File: src/rtl/alu_pkg.sv
// Shared definitions for the 20-bit ALU sequencer: opcodes, flag indices, FSM encoding.
package alu_pkg;

  localparam int ALU_WIDTH = 20;
  localparam int ALU_HALF  = 10;
  localparam int ALU_CNT_W = 5;

  localparam logic [4:0] OP_NOP = 5'h00;
  localparam logic [4:0] OP_NOT = 5'h01;
  localparam logic [4:0] OP_AND = 5'h02;
  localparam logic [4:0] OP_OR  = 5'h03;
  localparam logic [4:0] OP_XOR = 5'h04;
  localparam logic [4:0] OP_SHR = 5'h05;
  localparam logic [4:0] OP_SHL = 5'h06;
  localparam logic [4:0] OP_ROR = 5'h07;
  localparam logic [4:0] OP_ROL = 5'h08;
  localparam logic [4:0] OP_SWP = 5'h09;
  localparam logic [4:0] OP_INC = 5'h0A;
  localparam logic [4:0] OP_SUB = 5'h0B;
  localparam logic [4:0] OP_EQ  = 5'h0C;
  localparam logic [4:0] OP_LT  = 5'h0D;
  localparam logic [4:0] OP_LDS = 5'h0E;
  localparam logic [4:0] OP_XRS = 5'h0F;

  localparam int FLG_Z = 0;
  localparam int FLG_S = 1;
  localparam int FLG_C = 2;

  typedef enum logic [1:0] {
    ST_IDLE = 2'd0,
    ST_EXEC = 2'd1,
    ST_RESP = 2'd2
  } state_e;

  // Shifts and rotates are the only ops that iterate over several cycles.
  function automatic logic op_is_iter(input logic [4:0] op);
    return (op == OP_SHR) || (op == OP_SHL) || (op == OP_ROR) || (op == OP_ROL);
  endfunction

  function automatic logic op_is_defined(input logic [4:0] op);
    return op <= OP_XRS;
  endfunction

endpackage

File: src/rtl/alu_seq_ctrl_if.sv
// Request/response handshake bundle between the CPU control path and the ALU sequencer.
interface alu_seq_ctrl_if #(
  parameter int WIDTH = alu_pkg::ALU_WIDTH,
  parameter int CNT_W = alu_pkg::ALU_CNT_W
);
  logic             req_valid;
  logic             req_ready;
  logic [4:0]       req_op;
  logic             req_mode;
  logic [WIDTH-1:0] req_a;
  logic [WIDTH-1:0] req_b;
  logic [CNT_W-1:0] req_cnt;
  logic             rsp_valid;
  logic             rsp_ready;
  logic [WIDTH-1:0] rsp_c;
  logic [WIDTH-1:0] rsp_d;

  modport master (
    output req_valid, req_op, req_mode, req_a, req_b, req_cnt, rsp_ready,
    input  req_ready, rsp_valid, rsp_c, rsp_d
  );

  modport slave (
    input  req_valid, req_op, req_mode, req_a, req_b, req_cnt, rsp_ready,
    output req_ready, rsp_valid, rsp_c, rsp_d
  );
endinterface

File: src/rtl/alu_step_unit.sv
// Combinational single ALU step: one bit of shift/rotate, or a complete simple op.
// Results are confined to the active width; undefined opcodes behave as NOP.
module alu_step_unit
  import alu_pkg::*;
#(
  parameter int WIDTH = ALU_WIDTH,
  parameter int HALF  = ALU_HALF
) (
  input  logic [4:0]       op_i,
  input  logic             mode_i,
  input  logic [WIDTH-1:0] x_i,
  input  logic [WIDTH-1:0] b_i,
  input  logic [2:0]       status_i,
  output logic [WIDTH-1:0] y_o,
  output logic [WIDTH-1:0] y2_o,
  output logic [2:0]       flags_next_o,
  output logic [2:0]       flag_we_o
);

  localparam int IW = $clog2(WIDTH);

  logic [WIDTH-1:0] mask;
  logic [IW-1:0]    msb;
  logic [WIDTH:0]   sum;

  always_comb begin
    mask = '0;
    mask[HALF-1:0] = '1;
    if (mode_i) mask = '1;
    msb = mode_i ? IW'(WIDTH - 1) : IW'(HALF - 1);
    sum = {1'b0, x_i} + {{WIDTH{1'b0}}, 1'b1};

    y_o          = '0;
    y2_o         = '0;
    flags_next_o = status_i;
    flag_we_o    = 3'b000;

    case (op_i)
      OP_NOT, OP_AND, OP_OR, OP_XOR: begin
        case (op_i)
          OP_NOT:  y_o = ~x_i & mask;
          OP_AND:  y_o = x_i & b_i;
          OP_OR:   y_o = x_i | b_i;
          default: y_o = x_i ^ b_i;
        endcase
        flags_next_o[FLG_Z] = ~|y_o;
        flags_next_o[FLG_S] = y_o[msb];
        flag_we_o = 3'b011;
      end
      OP_SHR: begin
        y_o = (x_i << 1) & mask;
        flags_next_o[FLG_C] = x_i[msb];
        flags_next_o[FLG_Z] = ~|y_o;
        flag_we_o = 3'b101;
      end
      OP_SHL: begin
        y_o = x_i >> 1;
        flags_next_o[FLG_C] = x_i[0];
        flags_next_o[FLG_Z] = ~|y_o;
        flag_we_o = 3'b101;
      end
      OP_ROR: begin
        y_o = ((x_i << 1) | {{(WIDTH-1){1'b0}}, x_i[msb]}) & mask;
        flags_next_o[FLG_Z] = ~|y_o;
        flag_we_o = 3'b001;
      end
      OP_ROL: begin
        y_o = x_i >> 1;
        y_o[msb] = x_i[0];
        flags_next_o[FLG_Z] = ~|y_o;
        flag_we_o = 3'b001;
      end
      OP_SWP: begin
        y_o  = b_i;
        y2_o = x_i;
      end
      OP_INC: begin
        // Carry out of the active width; x_i is already masked, so the bit above is clean.
        y_o = sum[WIDTH-1:0] & mask;
        flags_next_o[FLG_C] = mode_i ? sum[WIDTH] : sum[HALF];
        flags_next_o[FLG_Z] = ~|y_o;
        flag_we_o = 3'b101;
      end
      OP_SUB: begin
        y_o = (x_i - b_i) & mask;
        flags_next_o[FLG_C] = x_i < b_i;
        flags_next_o[FLG_S] = y_o[msb];
        flags_next_o[FLG_Z] = ~|y_o;
        flag_we_o = 3'b111;
      end
      OP_EQ: begin
        flags_next_o[FLG_Z] = x_i == b_i;
        flag_we_o = 3'b001;
      end
      OP_LT: begin
        flags_next_o[FLG_S] = x_i < b_i;
        flag_we_o = 3'b010;
      end
      OP_LDS: begin
        flags_next_o = x_i[2:0];
        flag_we_o    = 3'b111;
        y_o          = WIDTH'(x_i[2:0]);
      end
      OP_XRS: begin
        flags_next_o = status_i ^ x_i[2:0];
        flag_we_o    = 3'b111;
        y_o          = WIDTH'(status_i ^ x_i[2:0]);
      end
      default: ;
    endcase
  end

endmodule

File: src/rtl/alu_seq_ctrl.sv
// ALU sequencer: IDLE/EXEC/RESP FSM, response after max(1,cnt) cycles, held until rsp_ready.
// Optional ALU_TRAP_EN adds a sticky trap output for undefined opcodes that blocks new requests.
module alu_seq_ctrl
  import alu_pkg::*;
#(
  parameter int WIDTH = ALU_WIDTH,
  parameter int HALF  = ALU_HALF,
  parameter int CNT_W = ALU_CNT_W
) (
  input  logic             clk,
  input  logic             rst,
  alu_seq_ctrl_if.slave    bus,
  output logic [2:0]       status,
  output logic             busy
`ifdef ALU_TRAP_EN
  ,
  output logic             trap
`endif
);

  state_e           state_q;
  logic [4:0]       op_q;
  logic             mode_q;
  logic [WIDTH-1:0] work_q;
  logic [WIDTH-1:0] b_q;
  logic [CNT_W-1:0] cnt_q;
  logic [WIDTH-1:0] rsp_c_q;
  logic [WIDTH-1:0] rsp_d_q;
  logic [2:0]       status_q;
  logic             rsp_valid_q;
  logic             req_ready_q;
  logic             busy_q;
  logic             trap_q;

  logic [WIDTH-1:0] in_mask;
  logic [CNT_W-1:0] cnt_d;
  logic [2:0]       status_d;
  logic [WIDTH-1:0] step_y;
  logic [WIDTH-1:0] step_y2;
  logic [2:0]       step_flags;
  logic [2:0]       step_we;

  alu_step_unit #(
    .WIDTH (WIDTH),
    .HALF  (HALF)
  ) u_step (
    .op_i         (op_q),
    .mode_i       (mode_q),
    .x_i          (work_q),
    .b_i          (b_q),
    .status_i     (status_q),
    .y_o          (step_y),
    .y2_o         (step_y2),
    .flags_next_o (step_flags),
    .flag_we_o    (step_we)
  );

  always_comb begin
    in_mask = '0;
    in_mask[HALF-1:0] = '1;
    if (bus.req_mode) in_mask = '1;
    // Non-iterating ops and cnt of 0 or 1 all run a single step.
    cnt_d = (op_is_iter(bus.req_op) && (bus.req_cnt > CNT_W'(1))) ? bus.req_cnt : CNT_W'(1);
    status_d = (status_q & ~step_we) | (step_flags & step_we);
  end

  always_ff @(posedge clk) begin
    if (rst) begin
      state_q     <= ST_IDLE;
      op_q        <= OP_NOP;
      mode_q      <= 1'b0;
      work_q      <= '0;
      b_q         <= '0;
      cnt_q       <= '0;
      rsp_c_q     <= '0;
      rsp_d_q     <= '0;
      status_q    <= 3'b000;
      rsp_valid_q <= 1'b0;
      req_ready_q <= 1'b1;
      busy_q      <= 1'b0;
      trap_q      <= 1'b0;
    end else begin
      case (state_q)
        ST_IDLE: begin
          if (bus.req_valid && req_ready_q) begin
            op_q        <= bus.req_op;
            mode_q      <= bus.req_mode;
            work_q      <= bus.req_a & in_mask;
            b_q         <= bus.req_b & in_mask;
            cnt_q       <= cnt_d;
            req_ready_q <= 1'b0;
            busy_q      <= 1'b1;
            state_q     <= ST_EXEC;
          end
        end
        ST_EXEC: begin
          if (cnt_q <= CNT_W'(1)) begin
            rsp_c_q     <= step_y;
            rsp_d_q     <= step_y2;
            status_q    <= status_d;
            rsp_valid_q <= 1'b1;
            state_q     <= ST_RESP;
`ifdef ALU_TRAP_EN
            if (!op_is_defined(op_q)) trap_q <= 1'b1;
`endif
          end else begin
            work_q <= step_y;
            cnt_q  <= cnt_q - CNT_W'(1);
          end
        end
        ST_RESP: begin
          if (bus.rsp_ready) begin
            rsp_valid_q <= 1'b0;
            busy_q      <= 1'b0;
            req_ready_q <= ~trap_q;
            state_q     <= ST_IDLE;
          end
        end
        default: state_q <= ST_IDLE;
      endcase
    end
  end

  assign bus.req_ready = req_ready_q;
  assign bus.rsp_valid = rsp_valid_q;
  assign bus.rsp_c     = rsp_c_q;
  assign bus.rsp_d     = rsp_d_q;
  assign status        = status_q;
  assign busy          = busy_q;
`ifdef ALU_TRAP_EN
  assign trap          = trap_q;
`else
  logic unused_trap;
  assign unused_trap = trap_q;
`endif

endmodule

File: src/flat_wrapper.sv
// flat-port wrapper written by rule: the top's interface ports become plain ports
module alu_seq_ctrl_flat import alu_pkg::*;
#(
  parameter int WIDTH = ALU_WIDTH,
  parameter int HALF  = ALU_HALF,
  parameter int CNT_W = ALU_CNT_W
)
  (clk, rst, status, busy, bus_req_valid, bus_req_op, bus_req_mode, bus_req_a, bus_req_b, bus_req_cnt, bus_rsp_ready, bus_req_ready, bus_rsp_valid, bus_rsp_c, bus_rsp_d);
  alu_seq_ctrl_if #(.WIDTH(WIDTH), .CNT_W(CNT_W)) bus_i ();
  input  logic clk;
  input  logic rst;
  output logic [2:0] status;
  output logic busy;
  input wire logic [$bits(bus_i.req_valid)-1:0] bus_req_valid;
  input wire logic [$bits(bus_i.req_op)-1:0] bus_req_op;
  input wire logic [$bits(bus_i.req_mode)-1:0] bus_req_mode;
  input wire logic [$bits(bus_i.req_a)-1:0] bus_req_a;
  input wire logic [$bits(bus_i.req_b)-1:0] bus_req_b;
  input wire logic [$bits(bus_i.req_cnt)-1:0] bus_req_cnt;
  input wire logic [$bits(bus_i.rsp_ready)-1:0] bus_rsp_ready;
  output wire logic [$bits(bus_i.req_ready)-1:0] bus_req_ready;
  output wire logic [$bits(bus_i.rsp_valid)-1:0] bus_rsp_valid;
  output wire logic [$bits(bus_i.rsp_c)-1:0] bus_rsp_c;
  output wire logic [$bits(bus_i.rsp_d)-1:0] bus_rsp_d;
  assign bus_i.req_valid = bus_req_valid;
  assign bus_i.req_op = bus_req_op;
  assign bus_i.req_mode = bus_req_mode;
  assign bus_i.req_a = bus_req_a;
  assign bus_i.req_b = bus_req_b;
  assign bus_i.req_cnt = bus_req_cnt;
  assign bus_i.rsp_ready = bus_rsp_ready;
  assign bus_req_ready = bus_i.req_ready;
  assign bus_rsp_valid = bus_i.rsp_valid;
  assign bus_rsp_c = bus_i.rsp_c;
  assign bus_rsp_d = bus_i.rsp_d;
  alu_seq_ctrl #(.WIDTH(WIDTH), .HALF(HALF), .CNT_W(CNT_W)) u_core (.clk(clk), .rst(rst), .bus(bus_i), .status(status), .busy(busy));
endmodule
File: config.mk
export PLATFORM = sky130hd
export DESIGN_NAME = alu_seq_ctrl_flat
export DESIGN_NICKNAME = d
export VERILOG_FILES = /design/src/rtl/alu_pkg.sv /design/src/rtl/alu_seq_ctrl_if.sv /design/src/rtl/alu_step_unit.sv /design/src/rtl/alu_seq_ctrl.sv /design/src/flat_wrapper.sv
export SDC_FILE = /design/constraint.sdc
export NUM_CORES = 1
export LEC_CHECK = 0
export ABC_AREA = 1
export CORE_ASPECT_RATIO = 0.7
export CORE_UTILIZATION = 35
export CTS_CLUSTER_DIAMETER = 200
export CTS_CLUSTER_SIZE = 8
export DETAILED_ROUTE_END_ITERATION = 16
export GPL_TIMING_DRIVEN = 0
export PLACE_DENSITY = 0.55
export SKIP_LAST_GASP = 1
export SLEW_MARGIN = 20
export SYNTH_ARGS = -nofsm -noshare
export SYNTH_HDL_FRONTEND = slang
export SYNTH_SLANG_ARGS = --single-unit
export TNS_END_PERCENT = 5
File: constraint.sdc
create_clock -name clk -period 3.1 [get_ports clk]
set_input_delay 0.62 -clock clk [delete_from_list [all_inputs] [get_ports clk]]
set_output_delay 0.62 -clock clk [all_outputs]
set_load 0.01 [all_outputs]
==> flow_metrics.py <==
metrics = {
    "drt": {
        "drt_iter0_drc": 1230,
        "routed_wl_um": 37890,
        "wire_per_inst_um": 20.70,
        "drt_drc_violations_left": 0,
        "antenna_left": 0,
        "dr.pass1.iters": 6,
        "viasPerCell": 5.489,
        "num_vias": 10044,
    },
    "global_route": {
        "grt_start_max_net_pins": 21,
        "track_usage": 0.3065,
        "antenna_found_initial": 0,
        "overflow": 0,
        "grt_pass1_vias": 9053,
        "grt_pass1_wl_um": 56730,
    },
    "pwr": {
        "total_power_w": 0.007001,
        "p_leak_nw": 4.488,
        "powerDensity_mw_per_mm2": 690.6,
        "vdd_drop_max_mv": 0.2928,
    },
    "cts": {
        "h-tree-depth": 3,
        "clock_path_buffers": 2,
        "numCtsBuffers": 9,
        "clk_pin_slew_worst_paths_ps": 80,
        "clk_latency_ps": 370,
        "cts_root_buffer": "clkbuf_16",
        "tritoncts_num_sinks": 99,
        "cts_tree": "yes",
        "holdBufCountCts": 0,
    },
    "min_path": {
        "hp-class": "flip-flop to flip-flop",
        "hold_depth": 2,
    },
    "place": {
        "hpwl_um": 30890,
        "pre_cts_ws_ps": -340.7,
        "gp_congestion": 1.014,
        "dpl_cell_area_mm2": 0.009736,
        "port_buffers": 100,
    },
    "synthesis": {
        "synthesis.nets": 1516,
        "seq_area_frac_synth": 0.2375,
        "syn_area_mm2": 0.008344,
        "synthCells": 1396,
        "async_flop_share": 0,
        "ys_top_cells_by_area": "dfxtp_1 (24%), nand2_1 (16%), ha_1 (9.6%)",
        "synth_cell_types": 45,
        "netlist.area_leader.share": 0.2375,
        "yosys_warnings": 0,
        "synthFlopType": "dfxtp_1",
        "yosysTopAreaCell": "dfxtp_1",
        "syn_area_per_cell_um2": 5.977,
        "synth-edff-count": 0,
        "ys_ff_latch": 99,
    },
    "layout": {
        "syn2layout_area_growth_pct": 21.50,
        "fill_cells": 2564,
        "layout.nets": 1633,
        "n_antenna_cell": 0,
        "drive_above_1_share": 0.04545,
        "design_area_mm2": 0.01014,
    },
    "critical_path": {
        "cp-start-kind": "flip-flop",
        "cp.arrival_ps": 3370,
        "path_class": "flip-flop to flip-flop",
        "critPathRequiredTime_ps": 3360,
        "worst-path-max-fanout": 9,
        "endpoint_kind": "flip-flop",
        "rr_worst_depth": 13,
    },
    "floorplanning": {
        "fp-row-count": 46,
        "die_w_um": 186.6,
        "start_util": 0.3624,
        "dieHeight_um": 131.2,
        "core_area_mm2": 0.02302,
        "num_io_pins": 101,
        "die_area_mm2": 0.02447,
    },
    "timing": {
        "final-max-slew-violation-count": 0,
        "fin_skew_ps": 20.10,
        "setup_ws_ps": -5.775,
        "final.setup.tns_ps": -11.23,
        "fin_crit_ps": 3106,
        "max_slew_margin": 0.4518,
        "finalCritPeriodShare": 1.002,
        "finalHoldViolations": 0,
        "finalSetupViolations": 2,
        "tightest_slew_ps": 822.3,
        "fmax_ghz": 0.3220,
        "rsz0062_at_grt": "true",
    },
    "outcome": {
        "outcome": "finished with violations",
        "violations": "negative setup slack",
    },
    "flow_run": {
        "cap_violations": 0,
    },
}
report_power, final:
part           leakage [nW]  total (W)  internal [W]  switching [W]
Sequential            0.809    0.00176       0.00147       0.000290
Clock                 0.160    0.00127      0.000657       0.000612
Combinational          3.52    0.00397       0.00121        0.00276
layout by cell type, fill, tap and decap left out, types with 13 or more instances in the layout:
cell type	n
a21oi_1	103
o22ai_1	16
o211ai_1	13
o21ai_0	91
nand4_1	38
inv_1	158
nand2_1	361
dfxtp_1	97
clkdlybuf4s50_1	100
nand3_1	135
ha_1	64
nor2_1	162
clkbuf_1	33
flip-flops by register name, indices dropped and copies added (netlist names), named ones only:
| register | cells |
|---|---|
| u_core.cnt_q | 5 |
| u_core.op_q | 5 |
| u_core.bus.req_ready | 1 |
| u_core.bus.rsp_valid | 1 |
| u_core.mode_q | 1 |
| u_core.bus.rsp_d | 20 |
| u_core.b_q | 20 |
| u_core.busy | 1 |
| u_core.bus.rsp_c | 20 |
| u_core.work_q | 20 |
| u_core.state_q | 2 |
worst max-delay path, stage by stage, from the launching register on:
cell	delay (ps)
dfxtp_1	670
inv_1	320
ha_1	430
inv_1	120
a21oi_1	210
o21ai_0	120
a21oi_1	280
nand3_1	110
nand2_1	80
nor2_1	50
nand2_1	240
nand3_1	180
o211ai_1	130
inv_1	60
layout make-up:
cell class / count / area [um^2] / share of cell area
Multi-Input combinational cell: 1070 / 5498 / 0.5423
Sequential cell: 99 / 1987 / 0.1960
Timing Repair Buffer: 106 / 1046 / 0.1032
Inverter: 165 / 623.1 / 0.06146
Tap cell: 312 / 390.4 / 0.03850
Buffer: 61 / 261.5 / 0.02579
Clock buffer: 9 / 225.2 / 0.02221
Clock inverter: 7 / 102.6 / 0.01012
Timing Repair inverter: 1 / 5.005 / 0.0004936
cells in the mapped netlist (4+ instances only):
library cell / n
o22ai_1: 16
inv_2: 5
a211oi_1: 5
dfxtp_1: 99
nor3_1: 12
nor2_1: 162
o21bai_1: 5
o31ai_1: 11
o21ai_0: 91
inv_1: 159
a31oi_1: 6
buf_1: 10
o2111ai_1: 4
nor4_1: 5
nand3_1: 136
a21oi_1: 103
clkbuf_1: 36
ha_1: 64
nor2_2: 5
nand2_1: 362
nand4_1: 38
o211ai_1: 13
buf_2: 12
routing by layer:
layer | routed length [um] | share of wire | vias up | global-route usage
li1 | - | - | 4852 | -
met1 | 19190 | 0.51 | 4660 | 0.4874
met2 | 13980 | 0.37 | 498 | 0.3997
met3 | 4255 | 0.11 | 34 | 0.07719
met4 | 453 | 0.012 | 0 | 0.05920
met5 | 0 | 0 | - | 0
repair_timing:
item	CTS	global route
gates cloned	0	1
resized for setup	2	12
pin swaps	0	3
setup buffers	0	6
endpoints found under the setup margin	21	30
per-stage QoR:
| stage | utilization | hold WS (ps) | instances |
|---|---|---|---|
| floorplan | - | 462.1 | 1396 |
| detailed placement | 0.4229 | 456.2 | 1808 |
| global placement | 0.4229 | 454.4 | 1808 |
| global route | 0.4404 | 496.6 | 1830 |
| CTS | 0.4372 | 471.2 | 1823 |
| finish | 0.4404 | 469.0 | 1830 |
logic make-up after synthesis:
kind of cell | Yosys count | share of synthesized area
buffers and inverters | 227 | 0.1051
DFF | 99 | 0.2375
and+or+nand+nor | 737 | 0.3771
AOI/OAI and AO/OA | 263 | 0.1766
xor gates and xnor gates | 5 | 0.005249
adders and majority gates | 65 | 0.09837
worst paths after layout:
path                        startpoint                   end  slack, ps
setup / recovery     u_core.work_q[18]  u_core.bus.rsp_c[19]         -6
hold / removal    u_core.bus.rsp_valid  u_core.bus.rsp_valid        470
setup reg to reg     u_core.work_q[18]  u_core.bus.rsp_c[19]         -6
hold reg to reg   u_core.bus.rsp_valid  u_core.bus.rsp_valid        470
No activity file was read; power rests on OpenSTA's default activity.
